--- config.mk ---
export PLATFORM = sky130hd
export DESIGN_NAME = cordic_param_rtl
export DESIGN_NICKNAME = d
export VERILOG_FILES = /design/src/rtl/cordic_pkg.sv /design/src/rtl/cordic_atan_rom.sv /design/src/rtl/cordic_param_rtl.sv
export SDC_FILE = /design/constraint.sdc
export NUM_CORES = 1
export LEC_CHECK = 0
export ABC_AREA = 1
export BUFFER_PORTS_ARGS = -buffer_cell sky130_fd_sc_hd__buf_4
export CAP_MARGIN = 5
export CORE_MARGIN = 8
export CORE_UTILIZATION = 35
export DETAILED_ROUTE_END_ITERATION = 10
export PLACE_DENSITY = 0.53
export SLEW_MARGIN = 20
export SYNTH_ARGS = -nofsm -noshare
export SYNTH_HDL_FRONTEND = slang
export SYNTH_SLANG_ARGS = --single-unit
--- constraint.sdc ---
create_clock -name clock -period 5.4 [get_ports clock]
set_input_delay 0.54 -clock clock [delete_from_list [all_inputs] [get_ports clock]]
set_output_delay 0.54 -clock clock [all_outputs]
set_load 0.1 [all_outputs]
--- src/rtl/cordic_pkg.sv ---
// rtl/cordic_pkg.sv - shared encodings and elaboration-time constant generators for the CORDIC block
package cordic_pkg;

  typedef enum logic [2:0] {
    ST_IDLE = 3'd0,
    ST_PRE  = 3'd1,
    ST_ITER = 3'd2,
    ST_GAIN = 3'd3,
    ST_DONE = 3'd4
  } state_t;

  typedef enum logic {
    MODE_ROT = 1'b0,
    MODE_VEC = 1'b1
  } mode_t;

  localparam real PI_R = 3.14159265358979323846;

  // 2.0**e built by repeated doubling so only basic real arithmetic is needed
  function automatic real two_pow(input int e);
    real r;
    r = 1.0;
    for (int k = 0; k < e; k++) r = r * 2.0;
    return r;
  endfunction

  function automatic int round_pos(input real v);
    return $rtoi(v + 0.5);
  endfunction

  function automatic int pi_fix(input int frac);
    return round_pos(PI_R * two_pow(frac));
  endfunction

  function automatic int pi_2_fix(input int frac);
    return round_pos(PI_R * 0.5 * two_pow(frac));
  endfunction

  // atan(2^-i) rounded to nearest at frac fractional bits
  function automatic int atan_fix(input int i, input int frac);
    real p;
    p = 1.0;
    for (int k = 0; k < i; k++) p = p / 2.0;
    return round_pos($atan(p) * two_pow(frac));
  endfunction

  // inverse of the accumulated CORDIC gain over n micro-rotations
  function automatic int kinv_fix(input int n, input int frac);
    real k;
    real p;
    k = 1.0;
    p = 1.0;
    for (int j = 0; j < n; j++) begin
      k = k / $sqrt(1.0 + p * p);
      p = p / 2.0;
    end
    return round_pos(k * two_pow(frac));
  endfunction

endpackage

--- src/rtl/cordic_atan_rom.sv ---
// rtl/cordic_atan_rom.sv - combinational lookup of atan(2^-i) for the micro-rotation index
module cordic_atan_rom
  import cordic_pkg::*;
#(
  parameter int W    = 16,
  parameter int FRAC = 13,
  parameter int N    = 14,
  parameter int IW   = 4
) (
  input  logic [IW-1:0]       idx,
  output logic signed [W-1:0] atan
);

  logic signed [W-1:0] tab [2**IW];

  // table entries are elaboration constants; indices past N-1 are never used and read as 0
  for (genvar k = 0; k < 2**IW; k++) begin : g_tab
    localparam int VAL = (k < N) ? atan_fix(k, FRAC) : 0;
    assign tab[k] = W'(VAL);
  end

  assign atan = tab[idx];

endmodule

--- src/rtl/cordic_param_rtl.sv ---
// rtl/cordic_param_rtl.sv - iterative CORDIC engine for rotation and vectoring with gain compensation
module cordic_param_rtl
  import cordic_pkg::*;
#(
  parameter int W     = 16,
  parameter int FRAC  = 13,
  parameter int N     = 14,
  parameter int GUARD = 2
) (
  input  logic                clock,
  input  logic                reset,
  input  logic                start,
  input  logic                mode,
  input  logic signed [W-1:0] x_in,
  input  logic signed [W-1:0] y_in,
  input  logic signed [W-1:0] angle_in,
  output logic                busy_out,
  output logic                ready_out,
  output logic signed [W-1:0] x_out,
  output logic signed [W-1:0] y_out,
  output logic signed [W-1:0] angle_out
);

  localparam int XW = W + GUARD;
  localparam int IW = $clog2(N);
  localparam int PW = XW + W + 1;

  localparam logic signed [W-1:0] PI_2     = W'(pi_2_fix(FRAC));
  localparam logic signed [W-1:0] NEG_PI_2 = -PI_2;
  localparam logic signed [W:0]   KINV     = (W + 1)'(kinv_fix(N, FRAC));

  localparam logic signed [PW-1:0] SAT_MAX = {{(PW-W+1){1'b0}}, {(W-1){1'b1}}};
  localparam logic signed [PW-1:0] SAT_MIN = {{(PW-W+1){1'b1}}, {(W-1){1'b0}}};

  state_t               state;
  mode_t                mode_q;
  logic signed [XW-1:0] x_q;
  logic signed [XW-1:0] y_q;
  logic signed [W-1:0]  z_q;
  logic [IW-1:0]        i_q;
  logic                 gain_ph;
  logic signed [PW-1:0] px_q;
  logic signed [PW-1:0] py_q;

  logic signed [XW-1:0] x_sh;
  logic signed [XW-1:0] y_sh;
  logic signed [W-1:0]  atan_i;
  logic                 d_pos;
  logic signed [PW-1:0] px_sh;
  logic signed [PW-1:0] py_sh;

  cordic_atan_rom #(
    .W    (W),
    .FRAC (FRAC),
    .N    (N),
    .IW   (IW)
  ) u_atan_rom (
    .idx  (i_q),
    .atan (atan_i)
  );

  // rotation steers z to zero, vectoring steers y to zero
  assign d_pos = (mode_q == MODE_ROT) ? ~z_q[W-1] : y_q[XW-1];
  assign x_sh  = x_q >>> i_q;
  assign y_sh  = y_q >>> i_q;
  assign px_sh = px_q >>> FRAC;
  assign py_sh = py_q >>> FRAC;

  function automatic logic signed [W-1:0] sat(input logic signed [PW-1:0] v);
    if (v > SAT_MAX)      return {1'b0, {(W-1){1'b1}}};
    else if (v < SAT_MIN) return {1'b1, {(W-1){1'b0}}};
    else                  return v[W-1:0];
  endfunction

  // sequencer and datapath; the gain step is split into a multiply phase and a scale/saturate phase
  always_ff @(posedge clock) begin
    if (!reset) begin
      state     <= ST_IDLE;
      mode_q    <= MODE_ROT;
      x_q       <= '0;
      y_q       <= '0;
      z_q       <= '0;
      i_q       <= '0;
      gain_ph   <= 1'b0;
      px_q      <= '0;
      py_q      <= '0;
      busy_out  <= 1'b0;
      ready_out <= 1'b0;
      x_out     <= '0;
      y_out     <= '0;
      angle_out <= '0;
    end else begin
      case (state)
        ST_IDLE: begin
          if (start) begin
            mode_q    <= mode_t'(mode);
            x_q       <= XW'(x_in);
            y_q       <= XW'(y_in);
            z_q       <= mode ? '0 : angle_in;
            i_q       <= '0;
            ready_out <= 1'b0;
            busy_out  <= 1'b1;
            state     <= ST_PRE;
          end
        end
        ST_PRE: begin
          // quadrant fold so the micro-rotations only need to cover +/- pi/2
          if (mode_q == MODE_ROT) begin
            if (z_q > PI_2) begin
              x_q <= -y_q;
              y_q <= x_q;
              z_q <= z_q - PI_2;
            end else if (z_q < NEG_PI_2) begin
              x_q <= y_q;
              y_q <= -x_q;
              z_q <= z_q + PI_2;
            end
          end else if (x_q[XW-1]) begin
            if (!y_q[XW-1]) begin
              x_q <= y_q;
              y_q <= -x_q;
              z_q <= PI_2;
            end else begin
              x_q <= -y_q;
              y_q <= x_q;
              z_q <= NEG_PI_2;
            end
          end
          state <= ST_ITER;
        end
        ST_ITER: begin
          if (d_pos) begin
            x_q <= x_q - y_sh;
            y_q <= y_q + x_sh;
            z_q <= z_q - atan_i;
          end else begin
            x_q <= x_q + y_sh;
            y_q <= y_q - x_sh;
            z_q <= z_q + atan_i;
          end
          i_q <= i_q + IW'(1);
          if (i_q == IW'(N - 1)) begin
            gain_ph <= 1'b0;
            state   <= ST_GAIN;
          end
        end
        ST_GAIN: begin
          if (!gain_ph) begin
            px_q    <= PW'(x_q) * PW'(KINV);
            py_q    <= PW'(y_q) * PW'(KINV);
            gain_ph <= 1'b1;
          end else begin
            x_out     <= sat(px_sh);
            y_out     <= sat(py_sh);
            angle_out <= z_q;
            ready_out <= 1'b1;
            busy_out  <= 1'b0;
            gain_ph   <= 1'b0;
            state     <= ST_DONE;
          end
        end
        ST_DONE: begin
          if (!start) state <= ST_IDLE;
        end
        default: state <= ST_IDLE;
      endcase
    end
  end

endmodule

==> results.md <==
- YS warnings: 0
- DR pass1 iterations: 6
- Synth Instances: 3366
- IO Port Bufs: 101
- Root buffer cell: clkbuf_16
- Reg-to-reg startpoint: y_q[12]
- Ant. Diodes: 0
- Startpoint types: flop
- CP peak stage delay: 560 ps
- Vias in the first global route: 22160
- Syn nets: 3940
- Area of the multi-input gates: 19000 sq um
- Initial Util: 0.3516
- Fin crit period: 5156 ps
- Max Freq: 0.1940 GHz
- Critical path's most frequent cell: fa_1
- Area Growth Syn to Fin: 18.73%
- GRT Residual Overflow: 0
- Worst path arrival time: 5550 ps
- Worst-Skew Late Latency: 500 ps
- Clock skew: 21.42 ps
- Synthesized cell area: 23990 sq um
- Clk sinks: 149
- Detailed-route via count: 23060
- GR Util All Layers: 0.2150
- Worst relative slew slack: 0.2977
- RSZ-0062 raised after global routing: true
- DRT antenna net count: 0
- DR WL/cell: 19.05 microns
- Vias/cell: 5.126
- Asr flop ratio synth: 0
- Critical-path cell list: buf_4, ha_1, buf_4, fa_1, fa_1, fa_1, fa_1, inv_1, fa_1, inv_1, ha_1, nand2_1, o21ai_0, a21oi_1, o211ai_1, a21o_1, xor2_2, o21ai_0, inv_1
- I/O pins: 102
- Top FF cell, synth: dfxtp_1
- CP endpoint kind: flop
- Initial antenna violation count: 2
- Die height: 277.8 microns
- CTS max path bufs: 2
- Hold Vio Cnt, Final: 0
- DRC: 0
- CP Capture Point: py_q[25]
- Most common cell after layout, fill and taps aside: inv_1
- Share of post-route cells with drive strength above 1: 0.1537
- Hold_buf cts: 0
- # fillers: 7178
- Worst reg2reg path depth: 19
- WS Path Type: flop to flop
- CP max FO: 3
- EDFF count, synth: 0
- Max-cap violations: 0
- Reg area: 3000 sq um
- Crit Reg-Reg Endpoint: py_q[25]
- Status: completed
- Hpwl dp: 69.80 mm
- Synth cell types: 58
- Average size of a mapped cell: 7.127 sq um
- Sequential share of the synthesized area: 0.1243
- Num CTS Buffers: 17
- Final-report setup violation count: 0
- Placeable Area: 68230 sq um
- Worst EP required: 5800 ps
- Final Core Density: 0.4175
- Detailed Route WL: 85.69 mm
- Placer Congestion: 0.9592
- Crit path max-delay cell type: fa_1
- Chip width: 277.8 microns
- Die outline area: 77170 sq um
- Row count: 96
- CTS tree: done
- First-pass GRT wire length: 130.2 mm
- Synth Register Bits: 149
- Worst hold path class: input pin to flop
- Largest net degree at the start of global routing: 65
- Fin. max-slew vios: 0
- DR iter-0 viols: 2043
- Fin crit share: 0.9548
- Post-layout nets: 4178
- Crit. Startpoint: y_q[12]
- Commonest cells after routing, fill and taps aside: inv_1 (557), nand2_1 (552), buf_4 (326)
- Flop2flop setup slack: 240 ps
- H-Tree Depth: 4
- Worst Tran Pin Value: 1042 ps
- Clock-pin slew on the worst setup and hold paths: 90 ps
[what timing repair did]
| item | 4_1_cts | 5_1_grt |
|---|---|---|
| cloned | 0 | 0 |
| resized for setup | 2 | 160 |
| setup buffers | 1 | 4 |
| pin swaps | 2 | 18 |
| setup endpoints to repair | 6 | 30 |
[worst min-delay path by stage]
stage / from / to / slack, ps / cells after the start
after floorplan: px_q[30] / px_q[30] / 450 / 2
after global placement: angle_out[12] / angle_out[12] / 460 / 2
after detailed placement: angle_out[12] / angle_out[12] / 460 / 2
after CTS: angle_in[4] / z_q[4] / 310 / 3
after global routing: angle_in[4] / z_q[4] / 350 / 3
final: y_in[6] / y_q[6] / 350 / 3
[registers in the layout (all words and copies together) (netlist names)]
signal / count
angle_out: 16
busy_out: 1
gain_ph: 1
i_q: 4
mode_q: 1
px_q: 19
py_q: 19
ready_out: 1
state: 3
x_out: 16
x_q: 18
y_out: 16
y_q: 18
z_q: 16
[synth_stat cells (8+ instances only)]
master | number | share of area
nand2_1 | 561 | 0.088
dfxtp_1 | 149 | 0.12
buf_1 | 8 | 0.0013
a31oi_1 | 23 | 0.0060
o21ai_1 | 23 | 0.0048
ha_1 | 296 | 0.15
nor3_1 | 25 | 0.0052
fa_1 | 226 | 0.19
inv_1 | 578 | 0.090
xor2_1 | 97 | 0.035
xnor2_1 | 35 | 0.013
buf_2 | 25 | 0.0052
nand4_1 | 23 | 0.0060
clkbuf_1 | 66 | 0.010
nor2_1 | 203 | 0.032
inv_2 | 13 | 0.0020
a21o_1 | 9 | 0.0028
a41oi_1 | 9 | 0.0033
nand3_1 | 191 | 0.040
o21ai_0 | 297 | 0.062
a21oi_1 | 343 | 0.072
o31ai_1 | 8 | 0.0025
o211ai_1 | 49 | 0.015
[layout make-up]
class,instances,share of cell area
timing repair buffer,331,0.08865
multi-input combinational,2510,0.6670
sequential,149,0.1053
clock buffer,17,0.01494
clock inverter,15,0.006809
inverter,595,0.07850
tap,882,0.03875
[cells by family after synthesis]
| logic type | share of synthesized area |
|---|---|
| AND/OR/NAND/NOR | 0.1813 |
| AO/OA/AOI/OAI | 0.1877 |
| buffers and inverters | 0.1150 |
| adder cells (fa/ha/maj) | 0.3430 |
| flip-flops | 0.1243 |
| XOR/XNOR | 0.04819 |
| multiplexers | 0.0004173 |
[critical path: cells and delay by family (launching register included)]
| kind | cells | cell delay, ps |
|---|---|---|
| AOI/OAI and AO/OA | 5 | 850 |
| xor gates and xnor gates | 1 | 160 |
| buffers and inverters | 5 | 440 |
| adders and majority gates | 7 | 3100 |
| and+or+nand+nor | 1 | 130 |
| DFF | 1 | 340 |
[through the flow]
| stage | setup TNS (ps) | worst slack, ps | cell area [sq um] | std cells | hold slack (ps) |
|---|---|---|---|---|---|
| global route | -90.59 | -24.01 | 28480 | 4499 | 345.8 |
| global placement | -28.94 | -28.94 | 27070 | 4462 | 455.3 |
| CTS | -10.54 | -10.54 | 27700 | 4495 | 306.4 |
| floorplan | 0 | 65.75 | 23990 | 3366 | 451.4 |
| detailed placement | -53.44 | -53.44 | 27070 | 4462 | 455.4 |
| finish | 0 | 244.1 | 28480 | 4499 | 349.0 |
[routing by layer]
| layer | wire, microns | vias to the layer above | GRT usage |
|---|---|---|---|
| met5 | 0 | - | 0 |
| met4 | 1916 | 0 | 0.05762 |
| met3 | 4950 | 101 | 0.03092 |
| met2 | 38460 | 686 | 0.3422 |
| met1 | 40370 | 10790 | 0.3020 |
| li1 | - | 11480 | - |
Power is left out: the tool's default activity adds up to more than one toggle a clock period on the data nets, which glitch-free logic cannot reach.
